--- config.mk ---
export PLATFORM = sky130hd
export DESIGN_NAME = alu_share_arb_flat
export DESIGN_NICKNAME = d
export VERILOG_FILES = /design/src/rtl/alu_pkg.sv /design/src/rtl/alu_share_arb_if.sv /design/src/rtl/rr_arb2.sv /design/src/rtl/alu_share_arb.sv /design/src/flat_wrapper.sv
export SDC_FILE = /design/constraint.sdc
export NUM_CORES = 1
export LEC_CHECK = 0
export CAP_MARGIN = 20
export CORE_ASPECT_RATIO = 1.5
export CORE_MARGIN = 4
export CORE_UTILIZATION = 35
export DETAILED_ROUTE_END_ITERATION = 7
export GPL_ROUTABILITY_DRIVEN = 0
export PLACE_DENSITY = 0.8
export SYNTH_ARGS = -nofsm -noshare
export SYNTH_HDL_FRONTEND = slang
export SYNTH_SLANG_ARGS = --single-unit
--- constraint.sdc ---
create_clock -name clk -period 2.08 [get_ports clk]
set_clock_uncertainty 0.2 [all_clocks]
set_input_delay 0.52 -clock clk [delete_from_list [all_inputs] [get_ports clk]]
set_output_delay 0.52 -clock clk [all_outputs]
set_load 0.02 [all_outputs]
--- src/rtl/alu_pkg.sv ---
// Shared ALU definitions: op-code values, control width and legality check.
package alu_pkg;

    localparam int unsigned ALU_CTRL_W = 4;

    localparam logic [ALU_CTRL_W-1:0] ALU_ADD  = 4'h0;
    localparam logic [ALU_CTRL_W-1:0] ALU_SUB  = 4'h1;
    localparam logic [ALU_CTRL_W-1:0] ALU_AND  = 4'h2;
    localparam logic [ALU_CTRL_W-1:0] ALU_OR   = 4'h3;
    localparam logic [ALU_CTRL_W-1:0] ALU_XOR  = 4'h4;
    localparam logic [ALU_CTRL_W-1:0] ALU_SLL  = 4'h5;
    localparam logic [ALU_CTRL_W-1:0] ALU_SRL  = 4'h6;
    localparam logic [ALU_CTRL_W-1:0] ALU_SRA  = 4'h7;
    localparam logic [ALU_CTRL_W-1:0] ALU_SLT  = 4'h8;
    localparam logic [ALU_CTRL_W-1:0] ALU_SLTU = 4'h9;
    localparam logic [ALU_CTRL_W-1:0] ALU_BEQ  = 4'ha;
    localparam logic [ALU_CTRL_W-1:0] ALU_BNE  = 4'hb;
    localparam logic [ALU_CTRL_W-1:0] ALU_BLT  = 4'hc;
    localparam logic [ALU_CTRL_W-1:0] ALU_BGEU = 4'hd;

    // Codes above the last defined op are reserved and flagged as errors.
    function automatic logic alu_ctrl_legal(input logic [ALU_CTRL_W-1:0] ctrl);
        return ctrl <= ALU_BGEU;
    endfunction

endpackage

--- src/rtl/alu_share_arb_if.sv ---
// Two-requester ALU request/response bundle; slice i of each vector belongs to requester i.
interface alu_share_arb_if #(
    parameter int unsigned DATA_W = 32,
    parameter int unsigned CTRL_W = 4
);

    logic [1:0]          req_valid;
    logic [1:0]          req_ready;
    logic [2*CTRL_W-1:0] req_ctrl;
    logic [2*DATA_W-1:0] req_op1;
    logic [2*DATA_W-1:0] req_op2;

    logic [1:0]          rsp_valid;
    logic [1:0]          rsp_ready;
    logic [2*DATA_W-1:0] rsp_data;
    logic [1:0]          rsp_zero;
    logic [1:0]          rsp_err;

    modport master (
        output req_valid, req_ctrl, req_op1, req_op2, rsp_ready,
        input  req_ready, rsp_valid, rsp_data, rsp_zero, rsp_err
    );

    modport slave (
        input  req_valid, req_ctrl, req_op1, req_op2, rsp_ready,
        output req_ready, rsp_valid, rsp_data, rsp_zero, rsp_err
    );

endinterface

--- src/rtl/rr_arb2.sv ---
// Two-way round-robin grant: the pointer only matters when both requesters are eligible.
module rr_arb2 (
    input  logic [1:0] elig,
    input  logic       rr_ptr,
    output logic [1:0] grant_c,
    output logic       grant_idx_c
);

    // One-hot grant plus its index for the operand mux.
    always_comb begin
        grant_c     = 2'b00;
        grant_idx_c = 1'b0;
        if (&elig) begin
            grant_idx_c = rr_ptr;
            grant_c     = rr_ptr ? 2'b10 : 2'b01;
        end else if (elig[1]) begin
            grant_idx_c = 1'b1;
            grant_c     = 2'b10;
        end else if (elig[0]) begin
            grant_c     = 2'b01;
        end
    end

endmodule

--- src/rtl/alu_share_arb.sv ---
// Shares one combinational ALU between the execute (0) and branch/compare (1) requesters.
// Operands are registered into a single issue stage; results land in per-requester slots.
module alu_share_arb
    import alu_pkg::*;
#(
    parameter int unsigned DATA_W = 32,
    parameter int unsigned CTRL_W = ALU_CTRL_W
) (
    input  logic              clk,
    input  logic              rst,
    alu_share_arb_if.slave    bus,
    output logic [CTRL_W-1:0] alu_ctrl,
    output logic [DATA_W-1:0] alu_op1,
    output logic [DATA_W-1:0] alu_op2,
    input  logic [DATA_W-1:0] alu_out
);

    logic              iss_valid;
    logic              iss_owner;
    logic              iss_err;
    logic              rr_ptr;

    logic [1:0]        rsp_valid_q;
    logic [1:0]        busy_c;
    logic [1:0]        elig_c;
    logic [1:0]        grant_c;
    logic              grant_idx_c;

    logic [CTRL_W-1:0] sel_ctrl_c;
    logic [DATA_W-1:0] sel_op1_c;
    logic [DATA_W-1:0] sel_op2_c;
    logic              sel_legal_c;
    logic [DATA_W-1:0] result_c;

    // A requester is busy while its op is in the issue stage or its response is unread.
    always_comb begin
        busy_c = 2'b00;
        for (int i = 0; i < 2; i++) begin
            busy_c[i] = rsp_valid_q[i] | (iss_valid & (iss_owner == 1'(i)));
        end
        elig_c = bus.req_valid & ~busy_c;
    end

    rr_arb2 u_arb (
        .elig        (elig_c),
        .rr_ptr      (rr_ptr),
        .grant_c     (grant_c),
        .grant_idx_c (grant_idx_c)
    );

    assign bus.req_ready = rst ? 2'b00 : grant_c;

    // Operand mux towards the issue stage, selected by the granted requester.
    always_comb begin
        sel_ctrl_c  = grant_idx_c ? bus.req_ctrl[CTRL_W +: CTRL_W] : bus.req_ctrl[0 +: CTRL_W];
        sel_op1_c   = grant_idx_c ? bus.req_op1[DATA_W +: DATA_W]  : bus.req_op1[0 +: DATA_W];
        sel_op2_c   = grant_idx_c ? bus.req_op2[DATA_W +: DATA_W]  : bus.req_op2[0 +: DATA_W];
        sel_legal_c = alu_ctrl_legal(ALU_CTRL_W'(sel_ctrl_c));
    end

    // Issue stage: capture the granted op; ALU inputs hold when nothing is granted.
    always_ff @(posedge clk) begin
        if (rst) begin
            iss_valid <= 1'b0;
            iss_owner <= 1'b0;
            iss_err   <= 1'b0;
            rr_ptr    <= 1'b0;
            alu_ctrl  <= '0;
            alu_op1   <= '0;
            alu_op2   <= '0;
        end else if (|grant_c) begin
            iss_valid <= 1'b1;
            iss_owner <= grant_idx_c;
            iss_err   <= ~sel_legal_c;
            rr_ptr    <= ~grant_idx_c;
            alu_ctrl  <= sel_legal_c ? sel_ctrl_c : '0;
            alu_op1   <= sel_op1_c;
            alu_op2   <= sel_op2_c;
        end else begin
            iss_valid <= 1'b0;
        end
    end

    // Illegal ops retire as a zero result so the zero flag stays consistent with the data.
    assign result_c = iss_err ? '0 : alu_out;

    assign bus.rsp_valid = rsp_valid_q;

    for (genvar i = 0; i < 2; i++) begin : g_slot
        logic              vld_q;
        logic              zero_q;
        logic              err_q;
        logic [DATA_W-1:0] data_q;
        logic              retire_c;

        assign retire_c = iss_valid & (iss_owner == 1'(i));

        // Response slot: load on retire, clear valid on pop; data is kept after the pop.
        always_ff @(posedge clk) begin
            if (rst) begin
                vld_q  <= 1'b0;
                zero_q <= 1'b0;
                err_q  <= 1'b0;
                data_q <= '0;
            end else if (retire_c) begin
                vld_q  <= 1'b1;
                zero_q <= ~|result_c;
                err_q  <= iss_err;
                data_q <= result_c;
            end else if (vld_q && bus.rsp_ready[i]) begin
                vld_q  <= 1'b0;
            end
        end

        assign rsp_valid_q[i]                  = vld_q;
        assign bus.rsp_zero[i]                 = zero_q;
        assign bus.rsp_err[i]                  = err_q;
        assign bus.rsp_data[i*DATA_W +: DATA_W] = data_q;
    end

endmodule

--- src/flat_wrapper.sv ---
// flat-port wrapper written by rule: the top's interface ports become plain ports
module alu_share_arb_flat import alu_pkg::*;
#(
    parameter int unsigned DATA_W = 32,
    parameter int unsigned CTRL_W = ALU_CTRL_W
)
  (clk, rst, alu_ctrl, alu_op1, alu_op2, alu_out, bus_req_valid, bus_req_ctrl, bus_req_op1, bus_req_op2, bus_rsp_ready, bus_req_ready, bus_rsp_valid, bus_rsp_data, bus_rsp_zero, bus_rsp_err);
  alu_share_arb_if #(.DATA_W(DATA_W), .CTRL_W(CTRL_W)) bus_i ();
  input  logic clk;
  input  logic rst;
  output logic [CTRL_W-1:0] alu_ctrl;
  output logic [DATA_W-1:0] alu_op1;
  output logic [DATA_W-1:0] alu_op2;
  input  logic [DATA_W-1:0] alu_out;
  input wire logic [$bits(bus_i.req_valid)-1:0] bus_req_valid;
  input wire logic [$bits(bus_i.req_ctrl)-1:0] bus_req_ctrl;
  input wire logic [$bits(bus_i.req_op1)-1:0] bus_req_op1;
  input wire logic [$bits(bus_i.req_op2)-1:0] bus_req_op2;
  input wire logic [$bits(bus_i.rsp_ready)-1:0] bus_rsp_ready;
  output wire logic [$bits(bus_i.req_ready)-1:0] bus_req_ready;
  output wire logic [$bits(bus_i.rsp_valid)-1:0] bus_rsp_valid;
  output wire logic [$bits(bus_i.rsp_data)-1:0] bus_rsp_data;
  output wire logic [$bits(bus_i.rsp_zero)-1:0] bus_rsp_zero;
  output wire logic [$bits(bus_i.rsp_err)-1:0] bus_rsp_err;
  assign bus_i.req_valid = bus_req_valid;
  assign bus_i.req_ctrl = bus_req_ctrl;
  assign bus_i.req_op1 = bus_req_op1;
  assign bus_i.req_op2 = bus_req_op2;
  assign bus_i.rsp_ready = bus_rsp_ready;
  assign bus_req_ready = bus_i.req_ready;
  assign bus_rsp_valid = bus_i.rsp_valid;
  assign bus_rsp_data = bus_i.rsp_data;
  assign bus_rsp_zero = bus_i.rsp_zero;
  assign bus_rsp_err = bus_i.rsp_err;
  alu_share_arb #(.DATA_W(DATA_W), .CTRL_W(CTRL_W)) u_core (.clk(clk), .rst(rst), .bus(bus_i), .alu_ctrl(alu_ctrl), .alu_op1(alu_op1), .alu_op2(alu_op2), .alu_out(alu_out));
endmodule
==> impl_results.md, run 1 <==
- Total clock buffers created by CTS: 17
- Max_slew headroom: 0.404
- Failing checks: setup timing
- Routed length per instance: about 17 um
- Crit Path Max Fanout: 4
- Clk_lat worst skew: 0.40 ns
- Clock buffer depth: 2
- Sequential-to-total area share from yosys stat: 0.503
- Yosys reg bits: 142
- Clk pin slew, worst setup/hold paths: about 0.06 ns
- Final Hold Viols: 0
- Grt ovf: 0
- Total Nets Final: 1124
- Synth warnings: 0
- Status: finished with violations
- Pwr per Cell Area: slightly above 800 nW/um2
- Gr usage total: 0.213
- Synth Net Count: 816
- Largest net degree at the start of global routing: 87
- Peak supply drop: 0.000480 V
- Post-synth EDFFs: 0
- Post-DP HPWL: ~15000 um
- CTS Sinks: 142
- Final setup violation count: 69
- Setup tns final: -3.84 ns
- Top Metal Used: met5
- Fill cells: 1402
- First-pass GRT wire length: 30900 um
- Req. time, crit path: 1.36 ns
- Met3 WL post-DR: 1870 um
- Io pins: 314
- CP arrival: 1.56 ns
- Area contributors post-synth: dfxtp_1, nand2_1, a221o_1
- ANT nets after route: 0
- Number of global-route vias before repair: 5930
- Startpoint class of the critical path: flip-flop
- CTS tree: done
- Synth Cell Area: 5650 um2
- Async set-reset flop share out of synthesis: 0
- Worst slack, placed: -0.965 ns
- CTS Root Cell: clkbuf_16
- Pre-antenna DRT Iters: 5
- Area growth, synth to finish: 69.8%
- Period utilization: 1.10
- Routed wl met2: 10500 um
- Metal-1 WL: approximately 7600 um
- CTS Hold Buffers Added: 0
- Via count: about 5900
- Worst setup path category: flip-flop to primary output
- Register area: 2850 um2
- Mapped Cells: 642
- Most numerous cell on the critical path: buf_4
- Leakage: 4.42 nW
- PortBufs: 313
- Die area: 18300 um2
- RSZ-0062 raised after global routing: yes
- Syn_area_per_cell: 8.80 um2
- Slew Limit Fails: 0
- Starting density of the core: 0.358
- Die Ht: 164 um
- Crit path time final: 2.28 ns
- Worst hold margin: 0.214 ns
- Setup ws final: -0.200 ns
- Worst hold path class: input port to flip-flop
- Post-synth top area share: 0.503
- Drt drc: 0
- DR iter-0 viols: 364
- Die width: 112 um
- Worst-margin pin slew: 0.894 ns
- Max-capacitance violation count: 0
- Fraction of layout instances using a drive strength above 1: 0.0841
- CP Capture Type: primary output
- Library cells used by synthesis: 30
- Worst path slowest cell: a2111oi_4
- Site row count: 56
- Synth Flop Type: dfxtp_1
- Area leader, netlist: dfxtp_1
- Core area: 15800 um2
- Crit-path cells: buf_4 -> nor2b_2 -> a2111oi_4 -> buf_4 -> buf_6
- Initial antenna violation count: 4
- Area of the multi-input gates: between 2000 and 3000 um2
- Maximum clock rate: 439 MHz
- Wire length after detailed routing: 20400 um
- Max incr delay on CP: 0.37 ns
- Via density per instance: around 5.0
- H-tree levels: 4
## synthesized netlist by cell type (3+ instances only)
master    number
nor4_1         8
nand4_1        6
buf_2         10
nand2_1      153
nor2b_1       34
and2_1        56
inv_1          3
o31a_1         3
o311ai_0       3
nor2_1         6
buf_4          9
nand2b_1       5
a21oi_1       81
a221o_1       56
a311oi_1      10
dfxtp_1      142
nand3_1        6
buf_1          7
clkbuf_1      32
## power breakdown
| group | internal, mW | total (mW) | switching, mW |
|---|---|---|---|
| Clock | 1.79 | 3.03 | 1.24 |
| Sequential | 2.96 | 3.08 | 0.124 |
| Combinational | 0.820 | 1.69 | 0.875 |
| Total | 5.57 | 7.81 | 2.24 |
## flip-flops by register name, indices dropped and copies added (netlist names)
| signal | count |
|---|---|
| u_core.g_slot.data_q | 64 |
| u_core.iss_owner | 1 |
| u_core.rr_ptr | 1 |
| u_core.alu_op2 | 32 |
| u_core.alu_ctrl | 4 |
| u_core.g_slot.err_q | 2 |
| u_core.iss_valid | 1 |
| u_core.g_slot.vld_q | 2 |
| u_core.iss_err | 1 |
| u_core.g_slot.zero_q | 2 |
| u_core.alu_op1 | 32 |
## repair_timing
item                                    CTS  global route
endpoints found under the setup margin  189            93
pin swaps                                 3             1
setup buffers                             3             0
endpoints found under the hold margin     0             0
resized for setup                       136            22
## through the flow
| step | area [um2] | power (mW) | util | std cells |
|---|---|---|---|---|
| 2_1_floorplan | 5680 | 3.97 | - | 642 |
| 3_3_place_gp | 9060 | 4.96 | 0.575 | 1131 |
| 3_5_place_dp | 9060 | 4.98 | 0.575 | 1131 |
| 4_1_cts | 9540 | 7.89 | 0.605 | 1166 |
| 5_1_grt | 9600 | 8.13 | 0.609 | 1167 |
| 6_report | 9600 | 7.81 | 0.609 | 1167 |
## critical path, delay by kind of cell (launching register included)
family / cells / cell delay (ns)
flops: 1 / 0.32
compound gates: 1 / 0.37
buf+inv: 3 / 0.41
simple gates: 1 / 0.05
## per-layer routing
layer,global-route usage,vias up
li1,-,2850
met1,0.233,2723
met2,0.377,269
met3,0.0804,27
met4,0.0708,6
met5,0,-
## cell families (layout without fill, tap and decap cells)
logic type             count (synthesis)  count (layout)  synth area share
other                                  0               1                 0
and+or+nand+nor                      282             282             0.244
buffers and inverters                 61             382            0.0487
DFF                                  142             142             0.503
AOI/OAI and AO/OA                    157             157             0.204
## final timing paths
check	startpoint	end	slack, ns	cells after the start
worst min-delay path	rst	u_core.rr_ptr$_SDFFE_PP0P_	0.21	2
worst max-delay path	u_core.iss_owner$_SDFFE_PP0P_	bus_req_ready[0]	-0.20	5
worst min register to register	u_core.g_slot[1].data_q[31]$_SDFFE_PP0P_	u_core.g_slot[1].data_q[31]$_SDFFE_PP0P_	0.25	2
worst max register to register	u_core.iss_owner$_SDFFE_PP0P_	u_core.alu_op1[26]$_SDFFE_PP0P_	-0.07	7
## placed cells by master, fill, tap and decap left out, types with 2 or more instances in the layout
cell type and n:
clkdlybuf4s50_1 170, nand2_1 153, dfxtp_1 139, dlygate4sd2_1 119
a21oi_1 80, and2_1 56, a221o_1 56, nor2b_1 33
buf_4 32, dlymetal6s2s_1 21, clkbuf_16 17, a311oi_1 10
nor4_1 8, nand3_1 6, nand4_1 6, inv_6 6
nor2_1 5, nand2b_1 4, inv_1 3, o31a_1 3
o311ai_0 3, buf_12 3, dfxtp_2 3, or3_1 2
clkinvlp_4 2, clkinv_2 2, clkinv_4 2, bufinv_16 2
## final cells by class
class	count	area share
Antenna cell	1	0.000261
Clock buffer	18	0.0447
Clock inverter	14	0.0162
Inverter	3	0.00117
Multi-Input combinational cell	439	0.268
Sequential cell	142	0.297
Tap cell	203	0.0265
Timing Repair Buffer	347	0.346
Note: power is estimated with default switching activity, not from simulation.
==> run 2, diff against run 1 <==
--- a/config.mk
+++ b/config.mk
@@ -15,3 +15,4 @@
 export SYNTH_ARGS = -nofsm -noshare
 export SYNTH_HDL_FRONTEND = slang
 export SYNTH_SLANG_ARGS = --single-unit
+export TNS_END_PERCENT = 100
==> results of run 2 <==
The final DEF is identical to that of run 1; final timing and power are the same.
